===== config.mk =====
export PLATFORM = sky130hd
export DESIGN_NAME = seq_divider
export DESIGN_NICKNAME = d
export VERILOG_FILES = /design/src/rtl/div_pkg.sv /design/src/rtl/div_step.sv /design/src/rtl/seq_divider.sv
export SDC_FILE = /design/constraint.sdc
export NUM_CORES = 1
export LEC_CHECK = 0
export ABC_AREA = 1
export CORE_UTILIZATION = 50
export CTS_BUF_LIST = sky130_fd_sc_hd__clkbuf_8
export DETAILED_ROUTE_END_ITERATION = 10
export GPL_TIMING_DRIVEN = 0
export PLACE_DENSITY = 0.74
export SYNTH_ARGS = -nofsm -noshare
export SYNTH_HDL_FRONTEND = slang
export SYNTH_SLANG_ARGS = --single-unit

===== constraint.sdc =====
create_clock -name clk -period 4.7 [get_ports clk]
set_input_delay 0.47 -clock clk [delete_from_list [all_inputs] [get_ports clk]]
set_output_delay 0.47 -clock clk [all_outputs]
set_load 0.005 [all_outputs]

===== src/rtl/div_pkg.sv =====
// Shared types and constants for the sequential restoring divider.
package div_pkg;

    typedef enum logic [1:0] {
        IDLE,
        CALC,
        FIX
    } div_state_e;

    localparam int DIV_DEFAULT_WIDTH = 32;

    // Step counter width; it only has to reach WIDTH-1.
    function automatic int div_cnt_w(input int width);
        return (width > 1) ? $clog2(width) : 1;
    endfunction

endpackage


===== src/rtl/div_step.sv =====
// One radix-2 restoring division step on unsigned magnitudes (pure combinational).
module div_step
    import div_pkg::*;
#(
    parameter int WIDTH = DIV_DEFAULT_WIDTH
) (
    input  logic [WIDTH-1:0] p_i,
    input  logic [WIDTH-1:0] b_i,
    input  logic             bit_i,
    output logic [WIDTH-1:0] p_o,
    output logic             q_o
);

    // The shifted partial remainder needs one extra bit; after a subtract it
    // is again below |B|, so the stored remainder fits in WIDTH bits.
    logic [WIDTH:0] shifted;

    assign shifted = {p_i, bit_i};
    assign q_o     = (shifted >= {1'b0, b_i});
    assign p_o     = q_o ? WIDTH'(shifted - {1'b0, b_i}) : shifted[WIDTH-1:0];

endmodule


===== src/rtl/seq_divider.sv =====
// Multi-cycle signed divider: restoring division on magnitudes, then a sign
// fix-up cycle. C-style truncating semantics, busy/done handshake.
module seq_divider
    import div_pkg::*;
#(
    parameter int WIDTH = DIV_DEFAULT_WIDTH
) (
    input  logic             clk,
    input  logic             rst,
    input  logic             en,
    input  logic [WIDTH-1:0] A,
    input  logic [WIDTH-1:0] B,
    output logic [WIDTH-1:0] Q,
    output logic [WIDTH-1:0] R,
    output logic             busy,
    output logic             done,
    output logic             div_by_zero
);

    localparam int             CW   = div_cnt_w(WIDTH);
    localparam logic [CW-1:0]  LAST = CW'(WIDTH - 1);

    div_state_e       state_q, state_d;
    logic [CW-1:0]    cnt_q, cnt_d;
    logic [WIDTH-1:0] p_q, p_d;
    logic [WIDTH-1:0] dvd_q, dvd_d;
    logic [WIDTH-1:0] bmag_q, bmag_d;
    logic             qneg_q, qneg_d;
    logic             rneg_q, rneg_d;
    logic             dz_q, dz_d;
    logic [WIDTH-1:0] quo_q, quo_d;
    logic [WIDTH-1:0] rem_q, rem_d;
    logic             busy_q, busy_d;
    logic             done_q, done_d;
    logic             dzo_q, dzo_d;

    logic [WIDTH-1:0] a_mag, b_mag, r_mag, step_p;
    logic             step_q;

    // -(-2^(WIDTH-1)) wraps to 2^(WIDTH-1), which is exact when read unsigned.
    assign a_mag = A[WIDTH-1] ? -A : A;
    assign b_mag = B[WIDTH-1] ? -B : B;

    // Divide-by-zero leaves |A| untouched in the dividend register, so R = A.
    assign r_mag = dz_q ? dvd_q : p_q;

    div_step #(.WIDTH(WIDTH)) u_step (
        .p_i   (p_q),
        .b_i   (bmag_q),
        .bit_i (dvd_q[WIDTH-1]),
        .p_o   (step_p),
        .q_o   (step_q)
    );

    always_ff @(posedge clk or posedge rst) begin
        if (rst) begin
            state_q <= IDLE;
            cnt_q   <= '0;
            p_q     <= '0;
            dvd_q   <= '0;
            bmag_q  <= '0;
            qneg_q  <= 1'b0;
            rneg_q  <= 1'b0;
            dz_q    <= 1'b0;
            quo_q   <= '0;
            rem_q   <= '0;
            busy_q  <= 1'b0;
            done_q  <= 1'b0;
            dzo_q   <= 1'b0;
        end else begin
            state_q <= state_d;
            cnt_q   <= cnt_d;
            p_q     <= p_d;
            dvd_q   <= dvd_d;
            bmag_q  <= bmag_d;
            qneg_q  <= qneg_d;
            rneg_q  <= rneg_d;
            dz_q    <= dz_d;
            quo_q   <= quo_d;
            rem_q   <= rem_d;
            busy_q  <= busy_d;
            done_q  <= done_d;
            dzo_q   <= dzo_d;
        end
    end

    always_comb begin
        state_d = state_q;
        cnt_d   = cnt_q;
        p_d     = p_q;
        dvd_d   = dvd_q;
        bmag_d  = bmag_q;
        qneg_d  = qneg_q;
        rneg_d  = rneg_q;
        dz_d    = dz_q;
        quo_d   = quo_q;
        rem_d   = rem_q;
        busy_d  = busy_q;
        done_d  = 1'b0;
        dzo_d   = dzo_q;

        case (state_q)
            IDLE: begin
                if (en) begin
                    dvd_d   = a_mag;
                    bmag_d  = b_mag;
                    p_d     = '0;
                    qneg_d  = A[WIDTH-1] ^ B[WIDTH-1];
                    rneg_d  = A[WIDTH-1];
                    cnt_d   = '0;
                    busy_d  = 1'b1;
                    dz_d    = (B == '0);
                    state_d = (B == '0) ? FIX : CALC;
                end
            end
            CALC: begin
                // Quotient bits shift in from the bottom as dividend bits leave the top.
                p_d   = step_p;
                dvd_d = {dvd_q[WIDTH-2:0], step_q};
                cnt_d = cnt_q + 1'b1;
                if (cnt_q == LAST)
                    state_d = FIX;
            end
            FIX: begin
                quo_d   = dz_q ? '1 : (qneg_q ? -dvd_q : dvd_q);
                rem_d   = rneg_q ? -r_mag : r_mag;
                dzo_d   = dz_q;
                done_d  = 1'b1;
                busy_d  = 1'b0;
                state_d = IDLE;
            end
            default: state_d = IDLE;
        endcase
    end

    assign Q           = quo_q;
    assign R           = rem_q;
    assign busy        = busy_q;
    assign done        = done_q;
    assign div_by_zero = dzo_q;

endmodule

==> key figures, run 1 <==
Outcome
  – Status: finished clean

Place
  – Final HPWL DP: 42.0 mm
  – Input/output buffers: 132
  – GPL Wtd Cong: 1.02

Global route
  – Vias in the first global route: 14413
  – Largest net degree at the start of global routing: 46
  – Initial antenna violation count: 0
  – First-pass GRT wire length: 80.3 mm
  – GRT overflow: 0
  – Met3 Use GR: 7.51%
  – GRT Total Usage: 37.2%
  – Most Used Layer, Global Route: met2
  – Global-route track usage on met2: 59.2%
  – Met1 usage: 48.7%

Cells and area
  – Share of cells above drive strength 1: 5.25%
  – ANT cells: 0
  – Layout Utilization: 59.8%
  – Nets: 2476
  – Syn-to-layout area delta: 16.9%

Synth
  – Post-Syn Instances: 2215
  – Count leader, synth: nand2_1
  – EDFF count, synth: 0
  – Ys flop type: dfrtp_1
  – Asr flop ratio synth: 100%
  – Syn_nets: 2321
  – Synth top area share: 31.2%
  – Ys Warns: 0
  – Seq/Total Area, Yosys: 31.2%
  – Syn_area_per_cell: 6.26 µm²
  – Yosys cell types: 48
  – Seq cells post-synth: 173
  – Commonest cells in the netlist: nand2_1 (722), inv_1 (301), nor2_1 (230)
  – Synth Cell Area: 13900 µm²
  – Synth area leader: dfrtp_1
  – Ranking of synthesized cells by area: dfrtp_1 (31%), nand2_1 (20%), inv_1 (8.2%), nand3_1 (7.0%), nor2_1 (6.2%)

Timing
  – Slew headroom: 38.2%
  – Period utilisation layout: 57.6%
  – RSZ-0062 raised after global routing: false
  – Final Hold Fails: 0
  – Max Transition Viols Final: 0
  – Final setup viols: 0
  – Setup TNS: 0 ns
  – Final min period: 2.71 ns
  – Worst-margin pin slew: 0.927 ns
  – Worst Skew: 0.0217 ns
  – Fmax: 369 MHz

Power and ir drop
  – Leakage dissipation: 8.02 nW
  – Final Power: 12.4 mW
  – Pwr Density: 768 nW/µm²
  – Max IR drop VDD: 0.300 mV

Worst setup path
  – Worst-path fanout max: 4
  – Worst setup EP type: flop
  – Critical Path RT: 5.10 ns
  – Startpoint Class: flop
  – Crit path DAT: 3.11 ns
  – Critical path class: reg2reg

Drt
  – WL/cell: 18.5 µm
  – DRT Pass-1 Iters: 6
  – DRT Wirelength: 51.0 mm
  – Vias post-DR: 15196
  – Vias/cell: 5.52
  – Antenna Nets Post-Route: 0
  – DRC violations left: 0
  – Initial DRC count: 1519

Floorplan
  – Die footprint: 28400 µm²
  – Die Y: 168 µm
  – Core ar.: 27100 µm²
  – Die Wd: 168 µm
  – Rows: 60
  – Io pins: 134
  – Effective utilization at floorplan: 51.1%

CTS
  – Worst-path clk slew: 0.11 ns
  – Skew-Pair Late Insertion Delay: 0.50 ns
  – CTS resizes: 0
  – CTS tree: done
  – Longest Clk Path Bufs: 2
  – H-tree depth: 4
  – Clock tree root driver cell: clkbuf_8
  – TritonCTS Sinks: 173
  – TritonCTS Buffers: 17
  – Hold bufs inserted after CTS: 0
  – Postcts setup bufs: 0

Job
  – MaxCap Viol Count: 0

Worst hold path
  – Hold Path Class: in2async
[per-stage QoR]
stage / cell area (µm²) / hold WS (ns) / instances / setup WS [ns]
2_1_floorplan: 13900 / 0.449 / 2215 / 2.02
3_3_place_gp: 15600 / 0.456 / 2719 / 0.669
3_5_place_dp: 15700 / 0.466 / 2723 / 1.91
4_1_cts: 16200 / 0.307 / 2755 / 2.14
5_1_grt: 16200 / 0.330 / 2755 / 1.86
6_report: 16200 / 0.313 / 2755 / 1.99
[metal layers]
metal | wire, µm | part of all wire (%)
met1 | 21800 | 43
met2 | 22400 | 44
met3 | 4430 | 8.7
met4 | 2350 | 4.6
met5 | 0 | 0
[cell type report]
class                           instances  area, µm²
Sequential cell                       173       4330
Buffer                                 76        392
Fill cell                            2687      10900
Tap cell                              372        465
Timing Repair Buffer                  136       1400
Clock buffer                           17        234
Clock inverter                         15        231
Inverter                              307       1160
Multi-Input combinational cell       1659       7990
[worst paths after layout]
path / startpoint / endpoint / slack, ns / cells past startpoint
setup / recovery: dvd_q[31] / p_q[20] / 1.99 / 13
hold / removal: rst / R[29] / 0.31 / 2
setup reg to reg: dvd_q[31] / p_q[20] / 1.99 / 13
hold reg to reg: R[27] / R[27] / 0.49 / 2
max in group asynchronous: rst / qneg_q / 3.53 / 4
min in group clk: R[27] / R[27] / 0.49 / 2
[state kept, by name, summed over array words and instances (netlist names)]
name	count
dvd_q	32
div_by_zero	1
qneg_q	1
busy	1
cnt_q	5
rneg_q	1
state_q	2
Q	32
p_q	32
done	1
R	32
dz_q	1
bmag_q	32
[cells by family (layout without fill, tap and decap cells)]
group	Yosys count	in the layout	share of synthesized area, %
buffers and inverters	383	551	11.1
AO/OA/AOI/OAI	312	312	12.7
flip-flops	173	173	31.2
adder cells (fa/ha/maj)	39	39	3.58
XOR/XNOR	59	59	3.73
AND/OR/NAND/NOR	1249	1249	37.6
[placed cells by master (no fill, tap or decap), types with 5 or more instances in the layout]
master           instances
a21oi_1                 41
a31oi_1                 14
and2_1                   5
buf_1                    7
buf_2                   16
buf_6                    7
clkbuf_1                41
clkbuf_8                17
clkdlybuf4s50_1        132
dfrtp_1                173
ha_1                    38
inv_1                  300
nand2_1                722
nand2_2                  9
nand3_1                195
nand3b_1                13
nand4_1                 25
nor2_1                 230
nor2_2                  15
nor3_1                  16
o211ai_1                13
o21ai_0                164
o21ai_1                 30
o21ai_2                 18
o221ai_1                 6
o22ai_1                  8
or2_2                    9
xnor2_1                 21
xor2_1                  38
[worst max-delay path: stages (launching register included)]
cell      delay, ns
dfrtp_1        0.58
inv_1          0.15
ha_1           0.23
fa_1           0.42
o21bai_1       0.33
nand2_1        0.09
nand2_1        0.24
nand2_1        0.11
nand2_1        0.07
nand2_1        0.04
nand2_1        0.13
nand2_1        0.08
nand3_1        0.07
nand2_1        0.06
[power by group]
part	total (mW)	leakage (nW)	switching, mW	internal [mW]
logic	8.25	5.70	5.35	2.90
registers	2.97	2.10	0.757	2.22
clock network	1.22	0.221	0.660	0.556
(Power assumes the default switching activity.)
==> run 2, diff against run 1 <==
--- a/config.mk
+++ b/config.mk
@@ -10,7 +10,7 @@
 export CTS_BUF_LIST = sky130_fd_sc_hd__clkbuf_8
 export DETAILED_ROUTE_END_ITERATION = 10
 export GPL_TIMING_DRIVEN = 0
-export PLACE_DENSITY = 0.74
+export PLACE_DENSITY = 0.71
 export SYNTH_ARGS = -nofsm -noshare
 export SYNTH_HDL_FRONTEND = slang
 export SYNTH_SLANG_ARGS = --single-unit
==> constraint.sdc (replaced) <==
create_clock -name clk -period 2.8 [get_ports clk]
set_input_delay 0.28 -clock clk [delete_from_list [all_inputs] [get_ports clk]]
set_output_delay 0.28 -clock clk [all_outputs]
set_load 0.005 [all_outputs]
==> key figures, run 2 (synthesis results as in run 1) <==
Cells and area
  – Syn-to-layout area delta: 16.5% (was 16.9%)
  – Non-Filler Instances: 2755 (unchanged)
  – Layout Utilization: 59.6% (was 59.8%)
  – Nets: 2476 (unchanged)
  – Commonest non-fill, non-tap cells in the layout: nand2_1 (722), inv_1 (300), nor2_1 (230), nand3_1 (195), dfrtp_1 (173) (unchanged)
  – ANT cells: 0 (unchanged)
  – Share of cells above drive strength 1: 5.25% (unchanged)
  – Commonest non-fill, non-tap cell in the layout: nand2_1 (unchanged)

Drt
  – Antenna Nets Post-Route: 0 (unchanged)
  – DRC violations left: 0 (unchanged)
  – Initial DRC count: 1383 (was 1519)
  – WL/cell: 18.5 µm (about the same)
  – DRT Pass-1 Iters: 8 (was 6)
  – Vias post-DR: 15121 (was 15196)
  – DRT Wirelength: 50.9 mm (was 51.0 mm)
  – Vias/cell: 5.49 (was 5.52)

CTS
  – TritonCTS Buffers: 17 (unchanged)
  – Clock tree root driver cell: clkbuf_8 (unchanged)
  – Longest Clk Path Bufs: 2 (unchanged)
  – CTS tree: done (unchanged)
  – Worst-path clk slew: 0.12 ns (was 0.11 ns)
  – Skew-Pair Late Insertion Delay: 0.51 ns (was 0.50 ns)
  – Hold bufs inserted after CTS: 0 (unchanged)
  – CTS resizes: 0 (unchanged)
  – Postcts setup bufs: 0 (unchanged)
  – TritonCTS Sinks: 173 (unchanged)
  – H-tree depth: 4 (unchanged)

Floorplan
  – Die footprint: 28400 µm² (unchanged)
  – Core ar.: 27100 µm² (unchanged)
  – Effective utilization at floorplan: 51.1% (unchanged)
  – Io pins: 134 (unchanged)
  – Rows: 60 (unchanged)
  – Die Wd: 168 µm (unchanged)
  – Die Y: 168 µm (unchanged)

Worst setup path
  – Worst-path fanout max: 4 (unchanged)
  – Crit path DAT: 3.11 ns (about the same)
  – Crit. Startpoint: dvd_q[31] (unchanged)
  – Critical path class: reg2reg (unchanged)
  – Critical Path RT: 3.21 ns (was 5.10 ns)
  – Worst setup EP type: flop (unchanged)
  – Startpoint Class: flop (unchanged)
  – Reg-to-Reg Start: dvd_q[31] (unchanged)

Timing
  – Max Transition Viols Final: 0 (unchanged)
  – Slew headroom: 43.9% (was 38.2%)
  – Final min period: 2.70 ns (was 2.71 ns)
  – RSZ-0062 raised after global routing: false (unchanged)
  – Final Hold Fails: 0 (unchanged)
  – Worst-margin pin slew: 0.842 ns (was 0.927 ns)
  – Setup TNS: 0 ns (unchanged)
  – Period utilisation layout: 96.4% (was 57.6%)
  – Fmax: 370 MHz (was 369 MHz)
  – Worst Skew: 0.0271 ns (was 0.0217 ns)
  – Final setup viols: 0 (unchanged)

Global route
  – Largest net degree at the start of global routing: 43 (was 46)
  – First-pass GRT wire length: 79.4 mm (was 80.3 mm)
  – Vias in the first global route: 14188 (was 14413)
  – GRT overflow: 0 (unchanged)
  – GRT Total Usage: 36.8% (was 37.2%)
  – Initial antenna violation count: 0 (unchanged)

Place
  – Input/output buffers: 132 (unchanged)
  – Placed Cells: 2723 (unchanged)
  – GPL Wtd Cong: 1.06 (was 1.02)
  – Final HPWL DP: 41.9 mm (was 42.0 mm)

Outcome
  – Status: finished clean (unchanged)

Power and ir drop
  – Final Power: 20.8 mW (was 12.4 mW)
  – Max IR drop VDD: 0.617 mV (was 0.300 mV)
  – Pwr Density: 1290 nW/µm² (was 768 nW/µm²)
  – Leakage dissipation: 8.01 nW (was 8.02 nW)

Worst hold path
  – Hold Path Class: in2async (unchanged)

Job
  – MaxCap Viol Count: 0 (unchanged)
## run 2: changes by cell type in the layout (fill, tap and decap cells not counted), sizes merged
cell | previous run | this run
clkinv | 8 | 12
inv | 307 | 308
bufinv | 3 | 0
clkbuf | 58 | 59
clkinvlp | 4 | 1
## run 2: final cells by class
type	count	area [µm²]
Buffer	76	392
Clock buffer	18	248
Clock inverter	14	171
Fill cell	2670	11000
Inverter	307	1160
Multi-Input combinational cell	1659	7990
Sequential cell	173	4330
Tap cell	372	465
Timing Repair Buffer	136	1400
## run 2: path summary, 6_finish.rpt
check	to	slack [ns]	cells after the start
setup / recovery	p_q[20]	0.1	13
hold / removal	Q[12]	0.15	2
setup reg to reg	p_q[20]	0.1	13
hold reg to reg	bmag_q[25]	0.49	2
max in group asynchronous	bmag_q[21]	1.78	4
min in group clk	bmag_q[23]	0.36	4
## run 2: metal layers
layer  vias up  global-route usage, %  share of wire, %  routed length [µm]
li1       7363                      -                 -                   -
met1      6924                   48.7                43               21800
met2       708                   60.0                45               22700
met3       126                   5.56               8.1                4130
met4         0                   16.0               4.5                2300
met5         -                      0                 0                   0
## run 2: metrics by stage
step                hold WS (ns)  setup slack (ns)  instance area (µm²)
CTS                        0.164             0.172                16100
global route               0.202           0.00590                16100
finish                     0.154            0.0994                16100
floorplan                  0.438             0.309                13900
global placement           0.453             -1.07                15600
detailed placement         0.467             0.180                15700
## run 2: power by group
| group | switching, mW | internal [mW] | leakage, nW |
|---|---|---|---|
| combinational | 9.09 | 4.87 | 5.70 |
| sequential | 1.27 | 3.72 | 2.10 |
| clock | 1.14 | 0.704 | 0.210 |
| total | 11.5 | 9.30 | 8.01 |
## run 2: worst max-delay path, cell delays in order, from the launching register on
cell	delay, ns
dfrtp_1	0.52
inv_1	0.16
ha_1	0.24
fa_1	0.43
o21bai_1	0.38
nand2_1	0.10
nand2_1	0.21
nand2_1	0.10
nand2_1	0.07
nand2_1	0.04
nand2_1	0.15
nand2_1	0.09
nand3_1	0.07
nand2_1	0.05
==> run 3, diff against run 2 <==
==> constraint.sdc (replaced) <==
create_clock -name clk -period 2.9 [get_ports clk]
set_input_delay 0.29 -clock clk [delete_from_list [all_inputs] [get_ports clk]]
set_output_delay 0.29 -clock clk [all_outputs]
set_load 0.005 [all_outputs]
==> results of run 3 <==
Same layout as run 2 (identical final DEF). Status: finished clean.
Among the figures that moved: setup slack after placement 0.180 ns -> 0.280 ns; setup slack after layout 0.0994 ns -> 0.199 ns; hold slack 0.154 ns -> 0.164 ns; register-to-register setup slack 0.1 ns -> 0.20 ns; total power 20.8 mW -> 20.1 mW; worst IR drop on VDD 0.617 mV -> 0.596 mV
